File: src/rtl/m_seq_pkg.sv
`default_nettype none
// ============================================================================
//  Module   : m_seq_pkg
//  Purpose  : Shared constants and state encoding for the 4-bit m-sequence
//             (x^4+x^3+1, period 15) checker.
//  Revision : 1.0  initial release
// ============================================================================
package m_seq_pkg;

  localparam int SEQ_LEN = 15;  // sequence period
  localparam int SEQ_W   = 4;   // history / generator width

  // Tap positions in the history register (index 3 holds the newest sample)
  localparam int TAP_NEW = 3;   // s[n-1]
  localparam int TAP_OLD = 0;   // s[n-4]

  localparam logic [SEQ_W-1:0] GEN_SEED = 4'b1111;

  typedef enum logic [1:0] {
    ST_FILL = 2'd0,
    ST_SYNC = 2'd1,
    ST_LOCK = 2'd2
  } state_t;

endpackage : m_seq_pkg
`default_nettype wire

File: src/rtl/m_seq_pred.sv
`default_nettype none
// ============================================================================
//  Module   : m_seq_pred
//  Purpose  : 4-bit history register with next-bit prediction.
//  Ports    : clk, rst       clock, async active-high reset
//             i_shift        shift one bit into the history
//             i_clear        zero the history (wins over i_shift)
//             i_sel_pred     1 = shift in own prediction, 0 = shift in i_din
//             i_din          received bit
//             o_pred         predicted next bit s[n-1]^s[n-4]
//             o_zero         history is all-zero (prediction meaningless)
//  Revision : 1.0  initial release
// ============================================================================
module m_seq_pred
  import m_seq_pkg::*;
(
  input  logic clk,
  input  logic rst,
  input  logic i_shift,
  input  logic i_clear,
  input  logic i_sel_pred,
  input  logic i_din,
  output logic o_pred,
  output logic o_zero
);

  logic [SEQ_W-1:0] r_sr;
  logic             w_pred;
  logic             w_bit;

  assign w_pred = r_sr[TAP_NEW] ^ r_sr[TAP_OLD];
  assign w_bit  = i_sel_pred ? w_pred : i_din;

  always_ff @(posedge clk or posedge rst) begin
    if (rst) begin
      r_sr <= '0;
    end else if (i_clear) begin
      r_sr <= '0;
    end else if (i_shift) begin
      r_sr <= {w_bit, r_sr[SEQ_W-1:1]};
    end
  end

  assign o_pred = w_pred;
  assign o_zero = (r_sr == '0);

endmodule : m_seq_pred
`default_nettype wire

File: config.mk
export PLATFORM = sky130hd
export DESIGN_NAME = m_seq_pred
export DESIGN_NICKNAME = d
export VERILOG_FILES = /design/src/rtl/m_seq_pkg.sv /design/src/rtl/m_seq_pred.sv
export SDC_FILE = /design/constraint.sdc
export NUM_CORES = 1
export LEC_CHECK = 0
export ABC_AREA = 0
export ABC_CLOCK_PERIOD_IN_PS = 1100
export BUFFER_PORTS_ARGS = -buffer_cell sky130_fd_sc_hd__buf_4
export CORE_AREA = 2 2 39 41
export CTS_CLUSTER_DIAMETER = 100
export DETAILED_ROUTE_END_ITERATION = 6
export DIE_AREA = 0 0 41 43
export SLEW_MARGIN = 10
export SYNTH_ARGS = -nofsm -noshare
export SYNTH_HDL_FRONTEND = slang
export SYNTH_SLANG_ARGS = --single-unit
File: constraint.sdc
create_clock -name clk -period 1.1 [get_ports clk]
set_input_delay 0.22 -clock clk [delete_from_list [all_inputs] [get_ports clk]]
set_output_delay 0.22 -clock clk [all_outputs]
set_load 0.02 [all_outputs]
==> results of run 1 <==
per-layer routing:
layer,track usage (%),wire length (um)
met3,4.71,41
met4,4.00,0
met1,5.52,181
met2,9.38,231
met5,0,0
area by class of cell:
cell class,count,share of cell area (%)
multi-input cells,13,33.8
flip-flops and latches,4,28.6
repair buffers,10,23.7
clock buffers,3,6.27
well taps,16,5.57
inverters,2,2.09
cells in the mapped netlist:
library cell and count:
sky130_fd_sc_hd__nand4b_1 1, sky130_fd_sc_hd__inv_1 2, sky130_fd_sc_hd__nand3b_1 1, sky130_fd_sc_hd__mux2i_1 3, sky130_fd_sc_hd__buf_6 1, sky130_fd_sc_hd__nor2_1 3
sky130_fd_sc_hd__a31oi_1 2, sky130_fd_sc_hd__xor2_1 1, sky130_fd_sc_hd__dfrtp_1 4, sky130_fd_sc_hd__nor4_1 1, sky130_fd_sc_hd__nor2b_1 1
power by group:
part           switching, uW  internal [uW]
registers               6.53            152
clock network           49.5            121
logic                   29.9           42.1
cell families after synthesis:
family | count (synthesis) | share of synthesized area [%]
multiplexers | 3 | 14.3
AO/OA/AOI/OAI | 2 | 5.95
AND/OR/NAND/NOR | 7 | 19.1
flip-flops | 4 | 47.6
buffers and inverters | 3 | 8.93
XOR/XNOR | 1 | 4.17
per-stage QoR:
step / utilization, % / instances
finish: 25.9 / 48
global route: 25.9 / 48
CTS: 24.3 / 48
detailed placement: 20.7 / 42
global placement: 20.7 / 42
floorplan: - / 20
worst paths after layout:
| path | endpoint | slack [ps] | startpoint |
|---|---|---|---|
| worst min register to register | r_sr[1]$_DFFE_PP0P_ | 610 | r_sr[1]$_DFFE_PP0P_ |
| max in group asynchronous | r_sr[0]$_DFFE_PP0P_ | 500 | rst |
| worst max-delay path | o_zero | -170 | r_sr[2]$_DFFE_PP0P_ |
| worst max register to register | r_sr[3]$_DFFE_PP0P_ | 10 | r_sr[3]$_DFFE_PP0P_ |
| worst min-delay path | r_sr[0]$_DFFE_PP0P_ | 180 | i_clear |
| min in group asynchronous | r_sr[3]$_DFFE_PP0P_ | 440 | rst |
timing repair:
action	4_1_cts	5_1_grt
setup buffers	2	0
endpoints found under the hold margin	4	0
pin swaps	2	1
setup endpoints to repair	2	3
resized for setup	2	5
hold buffers	1	0
==> flow_summary.toml, run 1 <==
[final_layout]
finalInstanceArea_um2 = 359
layout-area-overhead-vs-synth_pct = 70.8
final.fill_count = 149
registers_with_the_highest_flip_flop_counts = "r_sr: 4 flops"
combined_area_of_the_multi_input_logic_cells_um2 = 121
largest_reg_flops = 4
seqCellArea_um2 = 103
insertedDiodeCount = 0
max_flop_register = "r_sr"
mostFrequentLayoutCells = "sky130_fd_sc_hd__buf_4, sky130_fd_sc_hd__mux2i_1, sky130_fd_sc_hd__nor2_1, sky130_fd_sc_hd__clkbuf_4"
mostFrequentLayoutCell = "sky130_fd_sc_hd__buf_4"
finalNetCount = 40
drive_above_1_share_pct = 53.1

[setup_path]
start_kind = "register"
slowest_delay_ps = 390
crit_path_end_kind = "primary output"
critical_path_depth = 2
arrival_ps = 1050
crit_path_class = "reg -> out"
worst_path_max_delay_cell = "sky130_fd_sc_hd__dfrtp_1"
critPathMaxFanout = 2
cp_data_required_time_ps = 880
worst-path-buf-inv = 1
timing.critical_path.cells = "nor4_4 -> buf_4"
timing.reg2reg.worst_path_depth = 4
cp_top_family = "flip-flops"

[min_path]
hold_path_depth = 2
worst_hold_path_type = "in -> reg"

[placement]
detailedPlacementHpwl_um = 339
dpl_cell_area_um2 = 287
last_weighted_congestion_value_of_the_routability_driven_placer = 0.578
place_ws_ps = 8.11
number_of_i_o_port_buffers = 7

[drt]
residual_drc = 0
route.antenna.remaining_nets = 0
routed_wire_length_um = 454
vias = 188
routedWlPerCell_um = 9.46
first_drt_iteration_drcs = 1
drt-vias-per-instance = 3.92
drt_pass1_iterations = 2

[timing]
final.setup.tns_ps = -305
max-slew-margin-rel_pct = 88.1
post_route_hold_slack_ps = 179
fmaxAchievable_mhz = 785
final_period_minus_worst_setup_slack_ps = 1270
report.final.setup_viol = 2
finalMaxSlewViolations = 0
min_period_over_period_pct = 116
layout_setup_ws_ps = -174
grt_setup_unrepaired = "yes"
tightest_slew_ps = 177
clock-skew-final_ps = 0.781
hold_viol_final = 0

[global_route]
grt.total_usage_pct = 6.24
grt_antenna_before_repair = 0
gr-total-overflow = 0
grt_pass1_vias = 185
global_route_wire_length_before_repair_um = 683
grt_start_max_net_pins = 7

[synth]
synthesis.yosys.warnings = 0
postSynthCellCount = 20
postSynthNetCount = 26
synth_top_cell_by_area = "sky130_fd_sc_hd__dfrtp_1"
avgSynthCellArea_um2 = 10.5
synth_sequential_area_ratio_pct = 47.6
yosys-top-cells-area = "sky130_fd_sc_hd__dfrtp_1, sky130_fd_sc_hd__mux2i_1, sky130_fd_sc_hd__a31oi_1, sky130_fd_sc_hd__buf_6, sky130_fd_sc_hd__nor2_1"
share_of_the_synthesized_area_in_the_top_cell_type_pct = 47.6
mappedNetlistArea_um2 = 210
yosysUniqueCellTypes = 11
synth_register_bits = 4

[die]
initial_cell_density_of_the_core_pct = 15.2
die-width_um = 41
placementRows = 14
core_mm2 = 0.00138
dieArea_mm2 = 0.00176
floorplan.die.height_um = 43
ios = 8

[status]
outcome = "complete, but fails checks"
failed_checks = "negative setup slack"

[clocking]
clock_sink_count = 4
numCtsBuffers = 3
cts_max_path_buffers = 2
clock_latency_ps = 230
cts_tree = "done"
cts.clk_slew.worst_paths_ps = 30
root_buffer = "sky130_fd_sc_hd__clkbuf_4"
h-tree-depth = 1

[pwr]
leakage_uw = 0.000172
ir_drop_mv = 0.348
cellPowerDensity_mw_per_mm2 = 1120
power.total_uw = 402

[job]
cap_violations = 0
No activity file was read; power rests on OpenSTA's default activity.
==> run 2: changes to the inputs <==
Settings changed: PLACE_DENSITY_LB_ADDON set to 0.12.
==> run 2 against run 1 <==
- the run still ends with negative setup slack left
- die area unchanged
- via count down 3.2%
- fmax up 0.10%
- global-route usage down 0.30 points
- hold slack worse by 8.4 ps
- register-to-register slack better by 120 ps
- combinational power down 16%
- power down 3.0%
- highest routed layer unchanged
==> flow_summary.toml, run 2 (synthesis results as in run 1) <==
[final_layout]
finalNetCount = 39
max_flop_register = "r_sr"
largest_reg_flops = 4
drive_above_1_share_pct = 45.2
mostFrequentLayoutCell = "sky130_fd_sc_hd__buf_4"
insertedDiodeCount = 0
mostFrequentLayoutCells = "sky130_fd_sc_hd__buf_4, sky130_fd_sc_hd__mux2i_1, sky130_fd_sc_hd__nor2_1, sky130_fd_sc_hd__clkbuf_4"
registers_with_the_highest_flip_flop_counts = "r_sr: 4 flops"
final.fill_count = 159
post-route-util_pct = 23.8
layout-area-overhead-vs-synth_pct = 56.5

[clocking]
clock_sink_count = 4
h-tree-depth = 1
cts_tree = "done"
root_buffer = "sky130_fd_sc_hd__clkbuf_4"
clock_latency_ps = 230
cts_max_path_buffers = 2
cts.clk_slew.worst_paths_ps = 40
numCtsBuffers = 3

[setup_path]
timing.reg2reg.worst_path_depth = 3
reg2reg_slack_ps = 130
cp_data_required_time_ps = 880
worst_path_max_delay_cell = "sky130_fd_sc_hd__dfrtp_1"
crit_path_end_kind = "primary output"
arrival_ps = 1050
worstReg2RegEnd = "r_sr[3]$_DFFE_PP0P_"
slowest_delay_ps = 400
crit_path_class = "reg -> out"
start_kind = "register"
source_of_the_worst_register_to_register_timing_path = "r_sr[3]$_DFFE_PP0P_"
critPathMaxFanout = 2
timing.critical_path.cells = "nor4_4 -> buf_4"

[global_route]
gr-total-overflow = 0
grt.total_usage_pct = 5.94
grt_pass1_vias = 203
grt_antenna_before_repair = 0
grt_start_max_net_pins = 7
global_route_wire_length_before_repair_um = 703

[die]
ios = 8
floorplan.die.height_um = 43
placementRows = 14
initial_cell_density_of_the_core_pct = 15.2
core_mm2 = 0.00138
dieArea_mm2 = 0.00176
die-width_um = 41

[placement]
number_of_i_o_port_buffers = 7
last_weighted_congestion_value_of_the_routability_driven_placer = 0.623

[status]
outcome = "complete, but fails checks"
failed_checks = "negative setup slack"

[min_path]
worst_hold_path.endpoint = "r_sr[0]$_DFFE_PP0P_"
hold_path_depth = 2
min-delay-start = "i_clear"
worst_hold_path_type = "in -> reg"

[drt]
routedWlPerCell_um = 8.70
residual_drc = 0
route.antenna.remaining_nets = 0
first_drt_iteration_drcs = 0
vias = 182
drt_pass1_iterations = 1
routed_wire_length_um = 409
drt-vias-per-instance = 3.87

[timing]
tightest_slew_ps = 172
post_route_hold_slack_ps = 171
finalMaxSlewViolations = 0
grt_setup_unrepaired = "yes"
final_period_minus_worst_setup_slack_ps = 1270
layout_setup_ws_ps = -173
max-slew-margin-rel_pct = 88.4
fmaxAchievable_mhz = 786
clock-skew-final_ps = 3.05
report.final.setup_viol = 2
hold_viol_final = 0
final.setup.tns_ps = -290
min_period_over_period_pct = 116

[pwr]
power.total_uw = 390
ir_drop_mv = 0.388
cellPowerDensity_mw_per_mm2 = 1180
leakage_uw = 0.000164

[job]
cap_violations = 0
[run 2: cell count changes in the layout (fill, tap and decap cells not counted), sizes merged]
cell / before / now
buf: 9 / 8
[run 2: worst max path at each step]
stage	from	to	slack (ps)	depth (start not counted)
floorplan	r_sr[0]$_DFFE_PP0P_	o_zero	70	1
global placement	r_sr[0]$_DFFE_PP0P_	o_zero	30	2
detailed placement	r_sr[0]$_DFFE_PP0P_	o_zero	20	2
CTS	r_sr[2]$_DFFE_PP0P_	o_zero	-200	2
global route	r_sr[2]$_DFFE_PP0P_	o_zero	-210	2
finish	r_sr[2]$_DFFE_PP0P_	o_zero	-170	2
[run 2: through the flow]
stage / setup slack (ps) / area (um^2) / std cells
after floorplan: 67.6 / 225 / 20
after global placement: 31.9 / 287 / 42
after detailed placement: 16.5 / 287 / 42
after CTS: -204 / 322 / 46
after global routing: -207 / 329 / 47
final: -173 / 329 / 47
[run 2: critical path, delay by kind of cell, from the launching register on]
kind	cells	cell delay (ps)
buffers and inverters	1	170
flip-flops	1	400
AND/OR/NAND/NOR	1	260
[run 2: final cells by class]
cell class	count	area, um^2	share of cell area [%]
Timing Repair Buffer	9	70.1	21.3
Tap cell	16	20.0	6.08
Inverter	2	7.51	2.28
Sequential cell	4	103	31.2
Multi-Input combinational cell	13	106	32.3
Clock buffer	3	22.5	6.84
[run 2: where the power goes]
| group | switching (uW) | leakage, uW | total (uW) | internal [uW] |
|---|---|---|---|---|
| Sequential | 6.23 | 0.0000520 | 158 | 152 |
| Clock | 49.4 | 0.0000138 | 171 | 121 |
| Combinational | 25.5 | 0.0000985 | 60.4 | 34.9 |
[run 2: layer usage]
| layer | GRT usage, % | routed length [um] | up-vias |
|---|---|---|---|
| met5 | 0 | 0 | - |
| met4 | 4.00 | 0 | 0 |
| met1 | 5.52 | 144 | 86 |
| met3 | 1.57 | 31 | 0 |
| met2 | 10.3 | 234 | 4 |
| li1 | - | - | 92 |
[run 2: what timing repair did]
item | in CTS | in global routing
resized for setup | 2 | 0
pin swaps | 1 | 1
setup buffers | 0 | 1
hold endpoints to repair | 4 | 0
endpoints found under the setup margin | 2 | 2
hold buffers | 1 | 0
